==> config.mk <==
export PLATFORM = sky130hd
export DESIGN_NAME = imm_gen_pipe
export DESIGN_NICKNAME = d
export VERILOG_FILES = /design/src/rtl/imm_gen_pipe.sv
export SDC_FILE = /design/constraint.sdc
export NUM_CORES = 1
export LEC_CHECK = 0
export ABC_AREA = 1
export BUFFER_PORTS_ARGS = -buffer_cell sky130_fd_sc_hd__buf_2
export CAP_MARGIN = 20
export CELL_PAD_IN_SITES_DETAIL_PLACEMENT = 1
export CELL_PAD_IN_SITES_GLOBAL_PLACEMENT = 1
export CORE_UTILIZATION = 40
export CTS_CLUSTER_DIAMETER = 100
export CTS_CLUSTER_SIZE = 10
export DETAILED_ROUTE_END_ITERATION = 16
export GPL_TIMING_DRIVEN = 0
export PLACE_DENSITY = 0.8
export SLEW_MARGIN = 10
export SYNTH_ARGS = -nofsm -noshare
export SYNTH_HDL_FRONTEND = slang
export SYNTH_SLANG_ARGS = --single-unit
==> constraint.sdc <==
create_clock -name clk -period 8.4 [get_ports clk]
set_input_delay 0.42 -clock clk [delete_from_list [all_inputs] [get_ports clk]]
set_output_delay 0.42 -clock clk [all_outputs]
set_load 0.02 [all_outputs]
==> src/rtl/imm_gen_pipe.sv <==
`default_nettype none
// ============================================================================
// imm_gen_pipe : RISC-V immediate decoder feeding a 2-entry valid/ready buffer
// Revision 1.0
// ============================================================================
module imm_gen_pipe #(
  parameter int XLEN = 32
) (
  input  logic            clk,
  input  logic            rst_n,
  input  logic            flush,
  input  logic            in_valid,
  output logic            in_ready,
  input  logic [31:0]     in_inst,
  output logic            out_valid,
  input  logic            out_ready,
  output logic [XLEN-1:0] out_imm,
  output logic [2:0]      out_type,
  output logic            out_illegal,
  output logic [31:0]     out_inst
);

  localparam logic [2:0] c_TYPE_NONE  = 3'd0;
  localparam logic [2:0] c_TYPE_I     = 3'd1;
  localparam logic [2:0] c_TYPE_S     = 3'd2;
  localparam logic [2:0] c_TYPE_B     = 3'd3;
  localparam logic [2:0] c_TYPE_U     = 3'd4;
  localparam logic [2:0] c_TYPE_J     = 3'd5;
  localparam logic [2:0] c_TYPE_SHAMT = 3'd6;

  localparam logic [6:0] c_OP_LOAD     = 7'b0000011;
  localparam logic [6:0] c_OP_MISC_MEM = 7'b0001111;
  localparam logic [6:0] c_OP_IMM      = 7'b0010011;
  localparam logic [6:0] c_OP_AUIPC    = 7'b0010111;
  localparam logic [6:0] c_OP_IMM_32   = 7'b0011011;
  localparam logic [6:0] c_OP_STORE    = 7'b0100011;
  localparam logic [6:0] c_OP_OP       = 7'b0110011;
  localparam logic [6:0] c_OP_LUI      = 7'b0110111;
  localparam logic [6:0] c_OP_OP_32    = 7'b0111011;
  localparam logic [6:0] c_OP_BRANCH   = 7'b1100011;
  localparam logic [6:0] c_OP_JALR     = 7'b1100111;
  localparam logic [6:0] c_OP_JAL      = 7'b1101111;
  localparam logic [6:0] c_OP_SYSTEM   = 7'b1110011;

  generate
    if (XLEN != 32 && XLEN != 64) begin : g_bad_xlen
      $error("imm_gen_pipe: XLEN must be 32 or 64");
    end
  endgenerate

  logic [6:0]      w_opcode;
  logic            w_is_shift;
  logic [XLEN-1:0] w_imm;
  logic [2:0]      w_type;
  logic            w_illegal;

  assign w_opcode   = in_inst[6:0];
  // funct3 of 001 or 101 selects the shift forms
  assign w_is_shift = (in_inst[13:12] == 2'b01);

  always_comb begin
    w_imm     = '0;
    w_type    = c_TYPE_NONE;
    w_illegal = 1'b0;
    case (w_opcode)
      c_OP_IMM: begin
        if (w_is_shift) begin
          w_type = c_TYPE_SHAMT;
          w_imm  = (XLEN == 64) ? XLEN'(in_inst[25:20]) : XLEN'(in_inst[24:20]);
        end else begin
          w_type = c_TYPE_I;
          w_imm  = XLEN'($signed(in_inst[31:20]));
        end
      end
      c_OP_IMM_32: begin
        if (XLEN != 64) begin
          w_illegal = 1'b1;
        end else if (w_is_shift) begin
          w_type = c_TYPE_SHAMT;
          w_imm  = XLEN'(in_inst[24:20]);
        end else begin
          w_type = c_TYPE_I;
          w_imm  = XLEN'($signed(in_inst[31:20]));
        end
      end
      c_OP_LOAD, c_OP_JALR: begin
        w_type = c_TYPE_I;
        w_imm  = XLEN'($signed(in_inst[31:20]));
      end
      c_OP_STORE: begin
        w_type = c_TYPE_S;
        w_imm  = XLEN'($signed({in_inst[31:25], in_inst[11:7]}));
      end
      c_OP_BRANCH: begin
        w_type = c_TYPE_B;
        w_imm  = XLEN'($signed({in_inst[31], in_inst[7], in_inst[30:25],
                                in_inst[11:8], 1'b0}));
      end
      c_OP_LUI, c_OP_AUIPC: begin
        w_type = c_TYPE_U;
        w_imm  = XLEN'($signed({in_inst[31:12], 12'b0}));
      end
      c_OP_JAL: begin
        w_type = c_TYPE_J;
        w_imm  = XLEN'($signed({in_inst[31], in_inst[19:12], in_inst[20],
                                in_inst[30:21], 1'b0}));
      end
      c_OP_OP, c_OP_MISC_MEM, c_OP_SYSTEM: ;
      c_OP_OP_32: w_illegal = (XLEN != 64);
      default:    w_illegal = 1'b1;
    endcase
  end

  logic [1:0]      r_count;
  logic            r_wr_ptr;
  logic            r_rd_ptr;
  logic [XLEN-1:0] r_imm     [2];
  logic [2:0]      r_type    [2];
  logic            r_illegal [2];
  logic [31:0]     r_inst    [2];
  logic            w_push;
  logic            w_pop;

  assign in_ready  = (r_count != 2'd2);
  assign out_valid = (r_count != 2'd0);
  assign w_push    = in_valid && in_ready && !flush;
  assign w_pop     = out_valid && out_ready && !flush;

  always_ff @(posedge clk or negedge rst_n) begin
    if (!rst_n) begin
      r_count  <= 2'd0;
      r_wr_ptr <= 1'b0;
      r_rd_ptr <= 1'b0;
    end else if (flush) begin
      r_count  <= 2'd0;
      r_wr_ptr <= 1'b0;
      r_rd_ptr <= 1'b0;
    end else begin
      if (w_push) r_wr_ptr <= ~r_wr_ptr;
      if (w_pop)  r_rd_ptr <= ~r_rd_ptr;
      case ({w_push, w_pop})
        2'b10:   r_count <= r_count + 2'd1;
        2'b01:   r_count <= r_count - 2'd1;
        default: ;
      endcase
    end
  end

  // Payload needs no reset: outputs are masked whenever the buffer is empty
  always_ff @(posedge clk) begin
    if (w_push) begin
      r_imm[r_wr_ptr]     <= w_imm;
      r_type[r_wr_ptr]    <= w_type;
      r_illegal[r_wr_ptr] <= w_illegal;
      r_inst[r_wr_ptr]    <= in_inst;
    end
  end

  assign out_imm     = out_valid ? r_imm[r_rd_ptr]     : '0;
  assign out_type    = out_valid ? r_type[r_rd_ptr]    : c_TYPE_NONE;
  assign out_illegal = out_valid ? r_illegal[r_rd_ptr] : 1'b0;
  assign out_inst    = out_valid ? r_inst[r_rd_ptr]    : '0;

endmodule
`default_nettype wire
==> impl_metrics.toml <==
[layout]
syn_to_final_growth_pct = 24.3
final_cell_mix = "nand2_1, edfxtp_1, buf_2, a21oi_1, nor2_1"
nets = 756
drive_gt1_share_pct = 23.4
antenna_cells = 0
final_common_cell = "nand2_1"

[detailed_routing]
drc = 0
drt_first_pass_iters = 5
drt_iter0_drc = 388
via_per_inst = 5.35
drt_wl_total_mm = 18.1
wl_per_cell_um = 19.7
vias = 4894
antenna_left = 0

[worst_setup_path]
worstSetupPathType = "reg2out"
required_ns = 7.98
cp.arrival_ns = 2.20
critPathMaxFanout = 10
start_kind = "register"
end_kind = "output pin"

[grt]
antenna_found_initial = 0
overflow = 0
grt_max_degree = 50
grt_pass1_vias = 5285
grtUsageTotal_pct = 24.0
grt_pass1_wl_mm = 28.2

[floorplan]
fp.dieH_um = 126
core_area_um2 = 14800
rows = 44
dieArea_um2 = 15800
die_width_um = 126
start_util_pct = 41.5
io_pins = 107

[timing]
final.setup.tns_ns = 0
setup-violations-final = 0
slew_violations = 0
worst_slew_pin_slew_ns = 0.890
fin_crit_sh_pct = 31.2
rsz0062_at_grt = "no"
relSlewSlack_pct = 40.4
clock.fmax_mhz = 382
whs_ns = 0.199
period_needed_ns = 2.62
hold_viol_final = 0
fin_worst_skew_ns = 0.00612

[synth]
syn_nets = 623
postSynthAreaPerCell_um2 = 10.5
synth_top_family_by_area = "simple AND/OR/NAND/NOR gates"
synth_seq_cells = 140
muxShareOfSynthArea_pct = 0
yosys_warnings = 0
synth-compound-area-share_pct = 8.86
syn_area_um2 = 6130
synth-simple-area-share_pct = 18.5
syn_inst = 586
ys_seq_area_share_pct = 68.3
synthDistinctLibCells = 21
yosys.area_share.adder_pct = 0
synthXorXnorAreaFrac_pct = 0

[clock_network]
cts_resized = 0
cts_buffer_depth = 2
cts_made_buffers = 17
holdBufCountCts = 1
cts_sinks = 140
cts-root-buf = "clkbuf_16"
postCtsSetupBuffers = 0
cts_tree = "done"
path_clk_slew_ns = 0.06
cts_max_level = 4
clkLatencyLatePin_ns = 0.43

[placement]
io_buffers = 106
hpwlAfterDp_mm = 12.3
place.gp.congestion = 0.853

[flow_run]
cap_violations = 0

[pwr]
p_leak_nw = 3.28
ir_drop_uv = 131
p_per_area_nw_per_um2 = 261

[outcome]
status = "complete, no violations"

[min_path]
hold_class = "in2reg"
[Yosys cell counts]
master,count,area (µm²)
a21oi_1,95,475
buf_2,10,50.1
buf_4,2,15.0
buf_6,3,33.8
clkbuf_1,14,52.6
clkbuf_8,1,13.8
dfrtp_1,4,100
edfxtp_1,136,4080
inv_1,26,97.6
inv_2,2,7.51
nand2_1,210,788
nand2_2,5,31.3
nand3_1,23,115
nand3_2,1,10.0
nand4_1,6,37.5
nor2_1,29,109
nor2_2,3,18.8
nor2_4,1,11.3
nor3_1,2,10.0
o21ai_0,12,60.1
o21bai_1,1,7.51
[state kept, by name, summed over array words and instances (netlist names)]
| name | count |
|---|---|
| r_imm | 64 |
| r_inst | 64 |
| r_type | 6 |
| r_count | 2 |
| r_illegal | 2 |
| r_rd_ptr | 1 |
| r_wr_ptr | 1 |
[layer usage]
| layer | GRT usage (%) | wire length [µm] | vias up |
|---|---|---|---|
| met5 | 0 | 0 | - |
| met4 | 11.4 | 527 | 0 |
| met3 | 5.14 | 834 | 42 |
| met2 | 41.5 | 9230 | 143 |
| met1 | 28.6 | 7480 | 2439 |
| li1 | - | - | 2270 |
[worst paths after layout]
path	start	end	slack [ns]	cells past startpoint
setup / recovery	r_rd_ptr$_DFFE_PN0P_	out_imm[23]	5.78	6
setup reg to reg	r_count[0]$_DFFE_PN0P_	r_imm[1][20]$_DFFE_PP_	5.88	7
max in group asynchronous	rst_n	r_count[0]$_DFFE_PN0P_	7.95	2
hold reg to reg	r_wr_ptr$_DFFE_PN0P_	r_wr_ptr$_DFFE_PN0P_	0.56	2
hold / removal	in_inst[17]	r_inst[1][17]$_DFFE_PP_	0.20	1
min in group asynchronous	rst_n	r_count[1]$_DFFE_PN0P_	0.33	2
[report_power, final]
part / total [mW] / internal [mW] / switching, mW
registers: 0.816 / 0.804 / 0.0113
logic: 0.366 / 0.0968 / 0.269
clock network: 0.808 / 0.522 / 0.286
total: 1.99 / 1.42 / 0.566
[cell families (layout without fill, tap and decap cells)]
kind of cell	after synthesis	in the layout
AND/OR/NAND/NOR	280	280
flip-flops	140	140
AO/OA/AOI/OAI	108	108
buffers and inverters	58	203
[worst max-delay path: stages (launching register included)]
cell      delay [ns]
dfrtp_1         0.37
buf_2           0.19
inv_2           0.20
clkbuf_1        0.46
nand2_1         0.09
a21oi_1         0.24
buf_2           0.21
[stage by stage]
step / total power, mW / utilization (%) / setup WS, ns / instance area [µm²] / std cells
final: 1.99 / 51.6 / 5.78 / 7610 / 915
after detailed placement: 1.19 / 47.3 / 5.86 / 6980 / 883
after global routing: 2.05 / 51.6 / 5.68 / 7610 / 915
after CTS: 2.00 / 51.6 / 5.78 / 7610 / 915
after floorplan: 1.05 / - / 2.40 / 6130 / 586
after global placement: 1.18 / 46.7 / 0.156 / 6890 / 876
[layout make-up]
cell class / instances / area, µm²
buffer: 30 / 165
clock buffer: 18 / 429
inverter: 28 / 108
fill: 1663 / 7140
multi-input combinational: 388 / 1680
timing repair buffer: 114 / 621
sequential: 140 / 4180
clock inverter: 13 / 199
tap: 184 / 230
No activity file was read; power rests on OpenSTA's default activity.
